==> src/rtl/mmio_uart_tx.sv <==
// mmio_uart_tx: byte-wide memory-mapped UART transmitter.
// CPU writes to the data address are queued in a small FIFO and shifted out
// as 8N1 frames on O_TX. The status byte at BASE_ADDR+1 is read back
// combinationally so software can poll FULL/BUSY/OVR before pushing.
module mmio_uart_tx #(
  parameter logic [15:0] BASE_ADDR  = 16'hFFF0,
  parameter int          CLK_DIV    = 217,
  parameter int          FIFO_DEPTH = 16
) (
  input  logic        CLOCK,
  input  logic        RESET,
  input  logic [15:0] I_ADDR,
  input  logic [7:0]  I_DATA,
  input  logic        I_WREN,
  output logic [7:0]  O_DATA,
  output logic        O_SEL,
  output logic        O_TX
);

  localparam int PTR_W  = $clog2(FIFO_DEPTH);
  localparam int CNT_W  = PTR_W + 1;
  localparam int BAUD_W = $clog2(CLK_DIV);

  localparam logic [15:0]       STAT_ADDR = BASE_ADDR + 16'd1;
  localparam logic [CNT_W-1:0]  DEPTH_C   = CNT_W'(FIFO_DEPTH);
  localparam logic [BAUD_W-1:0] BAUD_TOP  = BAUD_W'(CLK_DIV - 1);
  localparam logic [2:0]        LAST_BIT  = 3'd7;

  typedef enum logic [1:0] {
    S_IDLE,
    S_START,
    S_DATA,
    S_STOP
  } state_t;

  // Bus decode
  logic hit_data;
  logic hit_stat;
  logic push_req;
  logic push_ok;
  logic ovr_clr;

  // FIFO storage and bookkeeping
  logic [7:0]       fifo_mem [FIFO_DEPTH];
  logic [PTR_W-1:0] wr_ptr;
  logic [PTR_W-1:0] rd_ptr;
  logic [CNT_W-1:0] count;
  logic             fifo_empty;
  logic             fifo_full;
  logic             pop;

  // Sticky overrun flag
  logic ovr;

  // Transmitter state
  state_t            state;
  state_t            state_n;
  logic [7:0]        shift_q;
  logic [7:0]        shift_n;
  logic [BAUD_W-1:0] baud_q;
  logic [BAUD_W-1:0] baud_n;
  logic [2:0]        idx_q;
  logic [2:0]        idx_n;
  logic              tx_n;
  logic              baud_done;
  logic              busy;

  logic [7:0] status;

  assign hit_data = (I_ADDR == BASE_ADDR);
  assign hit_stat = (I_ADDR == STAT_ADDR);
  assign push_req = I_WREN && hit_data;
  // A push against a full FIFO is dropped even if the transmitter pops in
  // the same cycle; the slot freed by that pop is not reused until later.
  assign push_ok  = push_req && !fifo_full;
  assign ovr_clr  = I_WREN && hit_stat && I_DATA[3];

  assign fifo_empty = (count == '0);
  assign fifo_full  = (count == DEPTH_C);
  assign baud_done  = (baud_q == '0);
  assign busy       = (state != S_IDLE);

  assign status = {4'b0000, ovr, busy, fifo_full, fifo_empty};

  // Read path: purely combinational on the address so the core sees it in
  // the same cycle it drives I_ADDR.
  always_comb begin
    O_SEL  = hit_data || hit_stat;
    O_DATA = 8'h00;
    if (hit_stat) begin
      O_DATA = status;
    end
  end

  // FIFO storage write; contents are not reset, only the pointers are.
  always_ff @(posedge CLOCK) begin
    if (push_ok && !RESET) begin
      fifo_mem[wr_ptr] <= I_DATA;
    end
  end

  // FIFO pointers and occupancy count.
  always_ff @(posedge CLOCK) begin
    if (RESET) begin
      wr_ptr <= '0;
      rd_ptr <= '0;
      count  <= '0;
    end else begin
      if (push_ok) begin
        wr_ptr <= wr_ptr + PTR_W'(1);
      end
      if (pop) begin
        rd_ptr <= rd_ptr + PTR_W'(1);
      end
      case ({push_ok, pop})
        2'b10:   count <= count + CNT_W'(1);
        2'b01:   count <= count - CNT_W'(1);
        default: count <= count;
      endcase
    end
  end

  // Sticky overrun flag; a set wins over a clear in the same cycle.
  always_ff @(posedge CLOCK) begin
    if (RESET) begin
      ovr <= 1'b0;
    end else if (push_req && fifo_full) begin
      ovr <= 1'b1;
    end else if (ovr_clr) begin
      ovr <= 1'b0;
    end
  end

  // Transmitter next-state logic; O_TX is derived from the next state so
  // the pin is a plain register with no extra cycle of lag.
  always_comb begin
    state_n = state;
    shift_n = shift_q;
    baud_n  = baud_q;
    idx_n   = idx_q;
    pop     = 1'b0;

    case (state)
      S_IDLE: begin
        if (!fifo_empty) begin
          pop     = 1'b1;
          shift_n = fifo_mem[rd_ptr];
          baud_n  = BAUD_TOP;
          state_n = S_START;
        end
      end

      S_START: begin
        if (baud_done) begin
          baud_n  = BAUD_TOP;
          idx_n   = 3'd0;
          state_n = S_DATA;
        end else begin
          baud_n = baud_q - BAUD_W'(1);
        end
      end

      S_DATA: begin
        if (baud_done) begin
          baud_n  = BAUD_TOP;
          shift_n = shift_q >> 1;
          if (idx_q == LAST_BIT) begin
            state_n = S_STOP;
          end else begin
            idx_n = idx_q + 3'd1;
          end
        end else begin
          baud_n = baud_q - BAUD_W'(1);
        end
      end

      S_STOP: begin
        if (baud_done) begin
          // Chain straight into the next start bit when data is waiting,
          // so queued bytes go out back-to-back.
          if (!fifo_empty) begin
            pop     = 1'b1;
            shift_n = fifo_mem[rd_ptr];
            baud_n  = BAUD_TOP;
            state_n = S_START;
          end else begin
            state_n = S_IDLE;
          end
        end else begin
          baud_n = baud_q - BAUD_W'(1);
        end
      end

      default: begin
        state_n = S_IDLE;
      end
    endcase

    case (state_n)
      S_START: tx_n = 1'b0;
      S_DATA:  tx_n = shift_n[0];
      default: tx_n = 1'b1;
    endcase
  end

  // Transmitter state register; reset aborts any frame in flight.
  always_ff @(posedge CLOCK) begin
    if (RESET) begin
      state   <= S_IDLE;
      shift_q <= 8'h00;
      baud_q  <= '0;
      idx_q   <= 3'd0;
      O_TX    <= 1'b1;
    end else begin
      state   <= state_n;
      shift_q <= shift_n;
      baud_q  <= baud_n;
      idx_q   <= idx_n;
      O_TX    <= tx_n;
    end
  end

endmodule

==> config.mk <==
export PLATFORM = sky130hd
export DESIGN_NAME = mmio_uart_tx
export DESIGN_NICKNAME = d
export VERILOG_FILES = /design/src/rtl/mmio_uart_tx.sv
export SDC_FILE = /design/constraint.sdc
export NUM_CORES = 1
export LEC_CHECK = 0
export CAP_MARGIN = 15
export CORE_ASPECT_RATIO = 1.5
export CORE_MARGIN = 5
export CORE_UTILIZATION = 44
export CTS_BUF_LIST = sky130_fd_sc_hd__clkbuf_8 sky130_fd_sc_hd__clkbuf_16
export DETAILED_ROUTE_END_ITERATION = 8
export GPL_TIMING_DRIVEN = 0
export PLACE_DENSITY = 0.62
export SYNTH_ARGS = -nofsm -noshare
export SYNTH_HDL_FRONTEND = slang
export SYNTH_SLANG_ARGS = --single-unit
==> constraint.sdc <==
create_clock -name CLOCK -period 8.65 [get_ports CLOCK]
set_clock_uncertainty 0.1 [all_clocks]
set_input_delay 0.865 -clock CLOCK [delete_from_list [all_inputs] [get_ports CLOCK]]
set_output_delay 0.865 -clock CLOCK [all_outputs]
set_load 0.02 [all_outputs]
==> results of run 1 <==
per-layer routing:
layer | vias up | routed length [um]
met5 | - | 0
met4 | 0 | 461
met3 | 30 | 644
met2 | 119 | 9040
met1 | 2285 | 6230
li1 | 2170 | -
sequential cells by signal (all words and copies together) (netlist names), named ones only:
name and flops:
O_TX 1, baud_q 8, count 5, fifo_mem 128, idx_q 3, ovr 1
rd_ptr 4, shift_q 8, state 2, wr_ptr 4
power by group:
| part | leakage [nW] | switching, W | internal, W |
|---|---|---|---|
| clock network | 0.332 | 0.000326 | 0.000550 |
| registers | 1.48 | 0.0000423 | 0.000910 |
| logic | 1.11 | 0.000424 | 0.000292 |
layout make-up:
| type | count | area [sq um] | share of cell area, % |
|---|---|---|---|
| Buffer | 33 | 156 | 1.79 |
| Clock buffer | 17 | 425 | 4.87 |
| Clock inverter | 15 | 260 | 2.98 |
| Inverter | 10 | 37.5 | 0.430 |
| Multi-Input combinational cell | 326 | 2610 | 29.9 |
| Sequential cell | 168 | 4640 | 53.2 |
| Tap cell | 210 | 263 | 3.01 |
| Timing Repair Buffer | 34 | 337 | 3.85 |
worst paths after layout:
check | cells after the start | to | slack [ns] | start
worst max-delay path | 11 | count[4]$_SDFFE_PP0P_ | 4.21 | I_ADDR[1]
worst min register to register | 2 | shift_q[1]$_SDFFE_PP0P_ | 0.39 | shift_q[1]$_SDFFE_PP0P_
worst min-delay path | 2 | shift_q[1]$_SDFFE_PP0P_ | 0.39 | shift_q[1]$_SDFFE_PP0P_
worst max register to register | 12 | count[4]$_SDFFE_PP0P_ | 4.43 | state[1]$_SDFF_PP0_
worst register-to-register path, stage by stage (launching register included):
cell,delay [ns]
dfxtp_1,0.50
ha_1,0.35
nor4bb_1,0.47
a21oi_2,0.22
nor3_2,0.47
ha_1,0.37
clkbuf_1,0.41
xor2_1,0.14
ha_1,0.29
a21o_1,0.20
a2111o_1,0.39
o32a_1,0.19
nand2_1,0.06
cells in the final DEF (no fill, tap or decap), drive strengths merged, types with 16 or more instances in the layout:
| cell type | instances |
|---|---|
| mux4 | 37 |
| nand2 | 41 |
| clkbuf | 32 |
| nand3 | 16 |
| edfxtp | 128 |
| dfxtp | 40 |
| clkdlybuf4s50 | 31 |
| ha | 16 |
| inv | 16 |
| a21oi | 20 |
| o21ai | 18 |
| nor2 | 58 |
| buf | 21 |
cells by family after synthesis:
kind of cell	Yosys count
xor gates and xnor gates	7
adders and majority gates	16
DFF	168
muxes	42
AOI/OAI and AO/OA	81
buffers and inverters	43
other	1
and+or+nand+nor	176
stage by stage:
step	utilization [%]	hold slack (ns)	power [W]	std cells	area, sq um
6_report	52.3	0.386	0.00254	813	8740
5_1_grt	52.3	0.405	0.00267	813	8740
4_1_cts	52.3	0.384	0.00256	812	8730
3_5_place_dp	48.2	0.375	0.00168	780	8040
3_3_place_gp	48.0	0.366	0.00166	778	8020
2_1_floorplan	-	0.350	0.00150	537	7440
==> impl_metrics.env, run 1 <==
export IMPL_drc=0
export IMPL_grt_pass1_wl_mm=25.6
export IMPL_die_w_um=116
export IMPL_use_met2_pct=31.6
export IMPL_die_area_sq_um=19600
export IMPL_final_min_clock_period_ns=4.44
export IMPL_synth_fa_ha_area_share_pct=2.69
export IMPL_vias_per_cell=5.66
export IMPL_synthDominantCellAreaShare_pct=51.7
export IMPL_drtAntennaViolNets=0
export IMPL_hold_violations=0
export IMPL_grt_overflow=0
export IMPL_first_pass_iters=4
export IMPL_start_util_pct=44.5
export IMPL_finalWorstSetupSlack_ns=4.21
export IMPL_crit_family="simple AND/OR/NAND/NOR gates"
export IMPL_synth_top_cell_by_area="edfxtp_1"
export IMPL_timing_final_crit_share_pct=51.4
export IMPL_critPathCaptureType="flip-flop"
export IMPL_numClockSinks=168
export IMPL_clk_latency_ns=0.43
export IMPL_crit_fanout=8
export IMPL_core_area_sq_um=16700
export IMPL_crit_type="in2reg"
export IMPL_post_cts_buffers=0
export IMPL_cts_root_buffer="clkbuf_16"
export IMPL_gp_congestion=0.856
export IMPL_drv_slew=0
export IMPL_grtUsageMet3_pct=3.53
export IMPL_p_leak_nw=2.92
export IMPL_num_nets_final=633
export IMPL_cts_buffers=17
export IMPL_synth_compound_area_share_pct=7.36
export IMPL_antenna_cells=0
export IMPL_syn_inst=534
export IMPL_wl_mm=16.4
export IMPL_synthMuxAreaShare_pct=11.9
export IMPL_critPathArrivalTime_ns=4.65
export IMPL_h_tree_depth=4
export IMPL_relSlewSlack_pct=18.2
export IMPL_cpMaxStageDelayCell="nor4_4"
export IMPL_clkTransAtPathRegs_ns=0.07
export IMPL_drive_gt1_share_pct=16.9
export IMPL_synth_xor_area_share_pct=0.825
export IMPL_ys_seq_elements=168
export IMPL_yosysMostFrequentCell="edfxtp_1"
export IMPL_synthTopCellsByCount="edfxtp_1, nor2_1, dfxtp_1, nand2_1, mux4_2"
export IMPL_rsz0062_at_grt="false"
export IMPL_num_io_pins=37
export IMPL_path_cells="clkdlybuf4s50_1, or4b_4, nor4_4, nand2_2, ha_1, ha_1, and2_1, nor4bb_1, a221oi_1, a221oi_1, nand2_1"
export IMPL_crit_buf_inv=1
export IMPL_post_cts_resized=0
export IMPL_slowest_delay_ns=0.65
export IMPL_ys_seq_area_share_pct=62.5
export IMPL_die_y_um=169
export IMPL_syn_avg_cell_area_sq_um=13.9
export IMPL_synth_top_family_by_area="simple AND/OR/NAND/NOR gates"
export IMPL_dpl_hpwl_mm=11.1
export IMPL_first_global_vias=4660
export IMPL_io_buffers=31
export IMPL_nFillCells=1404
export IMPL_yosysWarnings=0
export IMPL_dr_first_iter_drc_count=282
export IMPL_synth_simple_area_share_pct=12.1
export IMPL_vias=4604
export IMPL_synth_cell_types=62
export IMPL_synth_flop_cell="edfxtp_1"
export IMPL_cap_violations=0
export IMPL_wl_per_cell_um=20.1
export IMPL_holdBufCountCts=0
export IMPL_cts_tree="built"
export IMPL_finalSetupViolCount=0
export IMPL_grt_max_degree=18
export IMPL_worstMarginPinSlew_ns=1.22
export IMPL_hp_class="reg2reg"
export IMPL_synth_edff_count=128
export IMPL_peakVddDrop_mv=0.126
export IMPL_status="complete, no violations"
export IMPL_mappedNetlistArea_sq_um=7430
export IMPL_antenna_found_initial=0
export IMPL_grt_util_all_layers_pct=17.6
export IMPL_synthArstFlopShare_pct=0
export IMPL_tns_ns=0
export IMPL_required_ns=8.86
export IMPL_grt_busiest_layer="met2"
export IMPL_rows=58
export IMPL_clock_fmax_mhz=225
export IMPL_pre_cts_slack_ns=3.82
export IMPL_grt_util_met1_pct=20.0
export IMPL_crit_path_start_kind="input port"
export IMPL_area_growth_pct=17.6
export IMPL_powerDensity_nw_per_um2=291
export IMPL_yosys_top_cells_area="edfxtp_1, mux4_2, dfxtp_1, nor2_1, ha_1"
export IMPL_cts_max_path_buffers=2
No activity file was read; power rests on OpenSTA's default activity.
==> run 2, diff against run 1 <==
--- a/config.mk
+++ b/config.mk
@@ -12,7 +12,7 @@
 export CTS_BUF_LIST = sky130_fd_sc_hd__clkbuf_8 sky130_fd_sc_hd__clkbuf_16
 export DETAILED_ROUTE_END_ITERATION = 8
 export GPL_TIMING_DRIVEN = 0
-export PLACE_DENSITY = 0.62
+export PLACE_DENSITY = 0.65
 export SYNTH_ARGS = -nofsm -noshare
 export SYNTH_HDL_FRONTEND = slang
 export SYNTH_SLANG_ARGS = --single-unit
==> constraint.sdc (replaced) <==
create_clock -name CLOCK -period 3.9 [get_ports CLOCK]
set_clock_uncertainty 0.1 [all_clocks]
set_input_delay 0.39 -clock CLOCK [delete_from_list [all_inputs] [get_ports CLOCK]]
set_output_delay 0.39 -clock CLOCK [all_outputs]
set_load 0.02 [all_outputs]
==> run 2 against run 1 <==
Net effect:
- design area is 0.70% lower
- cell count is 0.49% higher
- clock power is 86% higher
- die area stayed put
- critical endpoint unchanged
- highest routed layer unchanged
==> impl_metrics.env, run 2 (synthesis gave the netlist of run 1 again) <==
export IMPL_pre_cts_slack_ns=-0.378
export IMPL_crit_path_start_kind="flip-flop"
export IMPL_rows=58
export IMPL_clkPwrFrac_pct=30.3
export IMPL_holdWs_ns=0.389
export IMPL_rsz0062_at_grt="false"
export IMPL_critPathCaptureType="flip-flop"
export IMPL_wl_mm=16.2
export IMPL_final_min_clock_period_ns=3.71
export IMPL_core_area_sq_um=16700
export IMPL_cts_root_buffer="clkbuf_16"
export IMPL_grt_overflow=0
export IMPL_io_buffers=31
export IMPL_crit_type="reg2reg"
export IMPL_largest_register="fifo_mem"
export IMPL_vias=4721
export IMPL_drv_slew=0
export IMPL_die_area_sq_um=19600
export IMPL_powerDensity_nw_per_um2=620
export IMPL_grt_max_degree=19
export IMPL_cts_tree="built"
export IMPL_die_w_um=116
export IMPL_power_w=0.00538
export IMPL_p_seq_share_pct=39.3
export IMPL_mostFrequentLayoutCells="edfxtp_1, nor2_1, dfxtp_1, nand2_1, mux4_2"
export IMPL_h_tree_depth=4
export IMPL_holdBufCountCts=0
export IMPL_final_core_util_pct=52.0
export IMPL_first_global_vias=4691
export IMPL_grt_pass1_wl_mm=25.7
export IMPL_p_switching_w=0.00182
export IMPL_die_y_um=169
export IMPL_vias_per_cell=5.78
export IMPL_cts_max_path_buffers=2
export IMPL_start_util_pct=44.5
export IMPL_p_leak_nw=2.89
export IMPL_antenna_cells=0
export IMPL_gp_congestion=0.844
export IMPL_largest_register_ffs=128
export IMPL_hold_violations=0
export IMPL_peakVddDrop_mv=0.278
export IMPL_hp_class="reg2reg"
export IMPL_timing_final_crit_share_pct=95.1
export IMPL_antenna_found_initial=0
export IMPL_clock_fmax_mhz=270
export IMPL_num_nets_final=637
export IMPL_drc=0
export IMPL_area_growth_pct=16.8
export IMPL_grt_util_all_layers_pct=17.3
export IMPL_nFillCells=1389
export IMPL_final_common_cell="edfxtp_1"
export IMPL_clkTransAtPathRegs_ns=0.07
export IMPL_seqCellArea_sq_um=4640
export IMPL_status="complete, no violations"
export IMPL_relSlewSlack_pct=23.0
export IMPL_p_comb_share_pct=30.5
export IMPL_clk_latency_ns=0.42
export IMPL_required_ns=4.11
export IMPL_first_pass_iters=5
export IMPL_dr_first_iter_drc_count=389
export IMPL_multi_input_area_sq_um=2630
export IMPL_internal_power_w=0.00355
export IMPL_cts_buffers=17
export IMPL_numClockSinks=168
export IMPL_critPathArrivalTime_ns=3.91
export IMPL_drtAntennaViolNets=0
export IMPL_num_io_pins=37
export IMPL_dpl_hpwl_mm=11.1
export IMPL_finalSetupViolCount=0
export IMPL_drive_gt1_share_pct=17.8
export IMPL_switching_share_pct=33.9
export IMPL_reg_top3="fifo_mem: 128 flops, baud_q: 8 flops, shift_q: 8 flops"
export IMPL_wl_per_cell_um=19.8
export IMPL_finalWorstSetupSlack_ns=0.191
export IMPL_cap_violations=0
export IMPL_worstMarginPinSlew_ns=1.15
export IMPL_crit_fanout=10
-- run 2: cell types whose count changed in the layout (fill, tap and decap cells not counted), sizes merged --
cell    previous run  this run
inv               16        18
buf               21        25
bufinv             6         0
clkinv             2         6
-- run 2: critical path, cell delays in order (launching register included) --
cell	delay, ns
dfxtp_1	0.30
buf_2	0.17
nor4_2	0.68
a21oi_1	0.37
nand2_2	0.24
ha_1	0.28
ha_1	0.21
and2_1	0.20
nor4bb_1	0.46
a221oi_1	0.16
a221oi_1	0.32
nand2_1	0.08
-- run 2: path summary, 6_finish.rpt --
kind,cells past startpoint,endpoint,slack [ns],startpoint
hold reg to reg,2,shift_q[1]$_SDFFE_PP0P_,0.39,shift_q[1]$_SDFFE_PP0P_
hold / removal,2,shift_q[1]$_SDFFE_PP0P_,0.39,shift_q[1]$_SDFFE_PP0P_
setup reg to reg,11,count[4]$_SDFFE_PP0P_,0.19,count[1]$_SDFFE_PP0P_
setup / recovery,11,count[4]$_SDFFE_PP0P_,0.19,count[1]$_SDFFE_PP0P_
-- run 2: stage by stage --
| stage | instances | area, sq um | setup TNS, ns |
|---|---|---|---|
| global placement | 778 | 8020 | -15.56 |
| global route | 817 | 8680 | 0 |
| CTS | 812 | 8630 | 0 |
| floorplan | 537 | 7440 | 0 |
| detailed placement | 780 | 8040 | -18.21 |
| finish | 817 | 8680 | 0 |
-- run 2: layout make-up --
cell class | instances | share of cell area [%]
well taps | 210 | 3.03
clock buffers | 17 | 4.90
clock inverters | 15 | 1.79
repair buffers | 38 | 4.23
multi-input cells | 326 | 30.3
plain buffers | 33 | 1.82
inverters | 10 | 0.433
flip-flops and latches | 168 | 53.5
-- run 2: metal layers --
metal  track usage (%)  vias to the layer above  share of wire [%]
li1                  -                     2175                  -
met1              20.7                     2361                 38
met2              31.0                      153                 55
met3              3.50                       32                4.3
met4              5.70                        0                2.0
met5                 0                        -                  0
-- run 2: repair_timing --
action,4_1_cts,5_1_grt
endpoints found under the setup margin,1,1
setup buffers,0,4
hold endpoints to repair,0,0
gates resized for setup,2,1
pin swaps,0,2
-- run 2: power groups by stage --
stage	Combinational [W]	Clock, W	Sequential [W]
CTS	0.00161	0.00165	0.00211
global route	0.00182	0.00173	0.00212
finish	0.00164	0.00163	0.00211
global placement	0.00154	0	0.00214
floorplan	0.00120	0	0.00213
detailed placement	0.00159	0	0.00215
==> run 3, diff against run 2 <==
--- a/config.mk
+++ b/config.mk
@@ -9,10 +9,10 @@
 export CORE_ASPECT_RATIO = 1.5
 export CORE_MARGIN = 5
 export CORE_UTILIZATION = 44
-export CTS_BUF_LIST = sky130_fd_sc_hd__clkbuf_8 sky130_fd_sc_hd__clkbuf_16
 export DETAILED_ROUTE_END_ITERATION = 8
 export GPL_TIMING_DRIVEN = 0
 export PLACE_DENSITY = 0.65
+export SETUP_SLACK_MARGIN = 0.05
 export SYNTH_ARGS = -nofsm -noshare
 export SYNTH_HDL_FRONTEND = slang
 export SYNTH_SLANG_ARGS = --single-unit
==> run 3 against run 2 <==
Net effect:
- non-clock buffer count did not move
- wire length rose by 0.51%
- sequential share of layout area fell by 0.069 points
- clock power barely moved
- first-iteration DRC count fell by 3.3%
- fmax rose by 1.5%
- core utilization rose by 0.067 points
- via count fell by 0.38%
- register-to-register slack improved by 0.05 ns
- die area did not move
- cell count did not move
- highest routed layer unchanged
==> impl_metrics.env, run 3 (synthesis gave the netlist of run 1 again) <==
export IMPL_status="complete, no violations"
export IMPL_powerDensity_nw_per_um2=620
export IMPL_numClockSinks=168
export IMPL_largest_register_ffs=128
export IMPL_core_area_sq_um=16700
export IMPL_finalWorstSetupSlack_ns=0.245
export IMPL_h_tree_depth=4
export IMPL_grt_util_met1_pct=20.7
export IMPL_first_global_vias=4691
export IMPL_post_place_cells=780
export IMPL_peakVddDrop_mv=0.281
export IMPL_regToRegEndpoint="count[4]$_SDFFE_PP0P_"
export IMPL_nFillCells=1389
export IMPL_drc=0
export IMPL_mostFrequentLayoutCells="edfxtp_1, nor2_1, dfxtp_1, nand2_1, mux4_2"
export IMPL_dpl_hpwl_mm=11.1
export IMPL_wl_per_cell_um=19.9
export IMPL_holdWs_ns=0.388
export IMPL_drive_gt1_share_pct=18.0
export IMPL_use_met2_pct=31.0
export IMPL_clkTransAtPathRegs_ns=0.07
export IMPL_antenna_cells=0
export IMPL_critPathArrivalTime_ns=3.86
export IMPL_clk_latency_ns=0.42
export IMPL_drtAntennaViolNets=0
export IMPL_grt_util_all_layers_pct=17.3
export IMPL_crit_type="reg2reg"
export IMPL_largest_register="fifo_mem"
export IMPL_hold_depth=2
export IMPL_crit_fanout=10
export IMPL_grt_overflow=0
export IMPL_critPathCaptureType="flip-flop"
export IMPL_start_util_pct=44.5
export IMPL_grt_pass1_wl_mm=25.7
export IMPL_hold_violations=0
export IMPL_crit_path_start_kind="flip-flop"
export IMPL_drv_slew=0
export IMPL_fin_cells=817
export IMPL_finalSetupViolCount=0
export IMPL_grt_busiest_layer="met2"
export IMPL_num_io_pins=37
export IMPL_cts_tree="built"
export IMPL_rr_worst_depth=11
export IMPL_multi_input_area_sq_um=2640
export IMPL_wl_mm=16.3
export IMPL_holdBufCountCts=0
export IMPL_die_w_um=116
export IMPL_r2r_slack_ns=0.25
export IMPL_die_y_um=169
export IMPL_hp_class="reg2reg"
export IMPL_timing_final_crit_share_pct=93.7
export IMPL_die_area_sq_um=19600
export IMPL_relSlewSlack_pct=23.0
export IMPL_io_buffers=31
export IMPL_rsz0062_at_grt="false"
export IMPL_postLayoutCellArea_sq_um=8690
export IMPL_clock_fmax_mhz=274
export IMPL_vias_per_cell=5.76
export IMPL_area_growth_pct=16.9
export IMPL_pre_cts_slack_ns=-0.378
export IMPL_min_to="shift_q[1]$_SDFFE_PP0P_"
export IMPL_cts_root_buffer="clkbuf_16"
export IMPL_r2r_start="count[1]$_SDFFE_PP0P_"
export IMPL_required_ns=4.11
export IMPL_final_common_cell="edfxtp_1"
export IMPL_rows=58
export IMPL_worstMarginPinSlew_ns=1.15
export IMPL_dr_first_iter_drc_count=376
export IMPL_grtUsageMet3_pct=3.50
export IMPL_num_nets_final=637
export IMPL_cap_violations=0
export IMPL_dpl_cell_area_sq_um=8040
export IMPL_final_min_clock_period_ns=3.65
export IMPL_gp_congestion=0.844
export IMPL_seqCellArea_sq_um=4640
export IMPL_cts_max_path_buffers=2
export IMPL_cts_buffers=17
export IMPL_antenna_found_initial=0
export IMPL_p_leak_nw=2.89
export IMPL_first_pass_iters=7
export IMPL_reg_top3="fifo_mem: 128 flops, baud_q: 8 flops, shift_q: 8 flops"
export IMPL_vias=4703
export IMPL_hold_start="shift_q[1]$_SDFFE_PP0P_"
export IMPL_grt_max_degree=19
==> run 3: final cells by class <==
type / instances / share of cell area [%]
buffer: 33 / 1.81
clock buffer: 17 / 4.90
inverter: 10 / 0.432
sequential: 168 / 53.5
clock inverter: 15 / 1.79
timing repair buffer: 38 / 4.22
tap: 210 / 3.02
multi-input combinational: 326 / 30.4
==> run 3: per-stage QoR <==
step | total power, W | TNS [ns] | utilization [%]
after floorplan | 0.00333 | 0 | -
after global placement | 0.00368 | -15.56 | 48.0
after detailed placement | 0.00373 | -18.21 | 48.2
after CTS | 0.00537 | 0 | 51.7
after global routing | 0.00567 | 0 | 52.0
final | 0.00539 | 0 | 52.0
==> run 3: how the worst max path moves through the flow <==
stage | startpoint | endpoint
final | count[1]$_SDFFE_PP0P_ | count[4]$_SDFFE_PP0P_
after floorplan | I_ADDR[1] | count[4]$_SDFFE_PP0P_
after detailed placement | I_ADDR[1] | count[4]$_SDFFE_PP0P_
after CTS | I_ADDR[1] | count[4]$_SDFFE_PP0P_
after global routing | baud_q[2]$_SDFF_PP0_ | count[4]$_SDFFE_PP0P_
after global placement | I_ADDR[1] | fifo_mem[2][7]$_DFFE_PP_
==> run 3: routing by layer <==
layer | up-vias | wire, um
met1 | 2364 | 6450
met4 | 0 | 316
met2 | 136 | 8950
met3 | 30 | 554
met5 | - | 0
li1 | 2173 | -
==> run 3: repair_timing <==
item | 4_1_cts | 5_1_grt
endpoints found under the setup margin | 1 | 16
setup buffers | 0 | 4
pin swaps | 0 | 2
resized for setup | 2 | 3
==> run 3: critical path: stages, from the launching register on <==
cell	delay, ns
dfxtp_1	0.30
buf_2	0.17
nor4_2	0.67
a21oi_1	0.37
nand2_2	0.24
ha_1	0.28
ha_1	0.22
and2_1	0.20
nor4bb_1	0.45
a221oi_1	0.14
a221oi_1	0.31
nand2_1	0.08
==> run 3: where the power goes <==
part	total, W	switching [W]	internal [W]
sequential	0.00211	0.0000958	0.00202
combinational	0.00165	0.000969	0.000679
clock	0.00163	0.000771	0.000856
total	0.00539	0.00184	0.00355
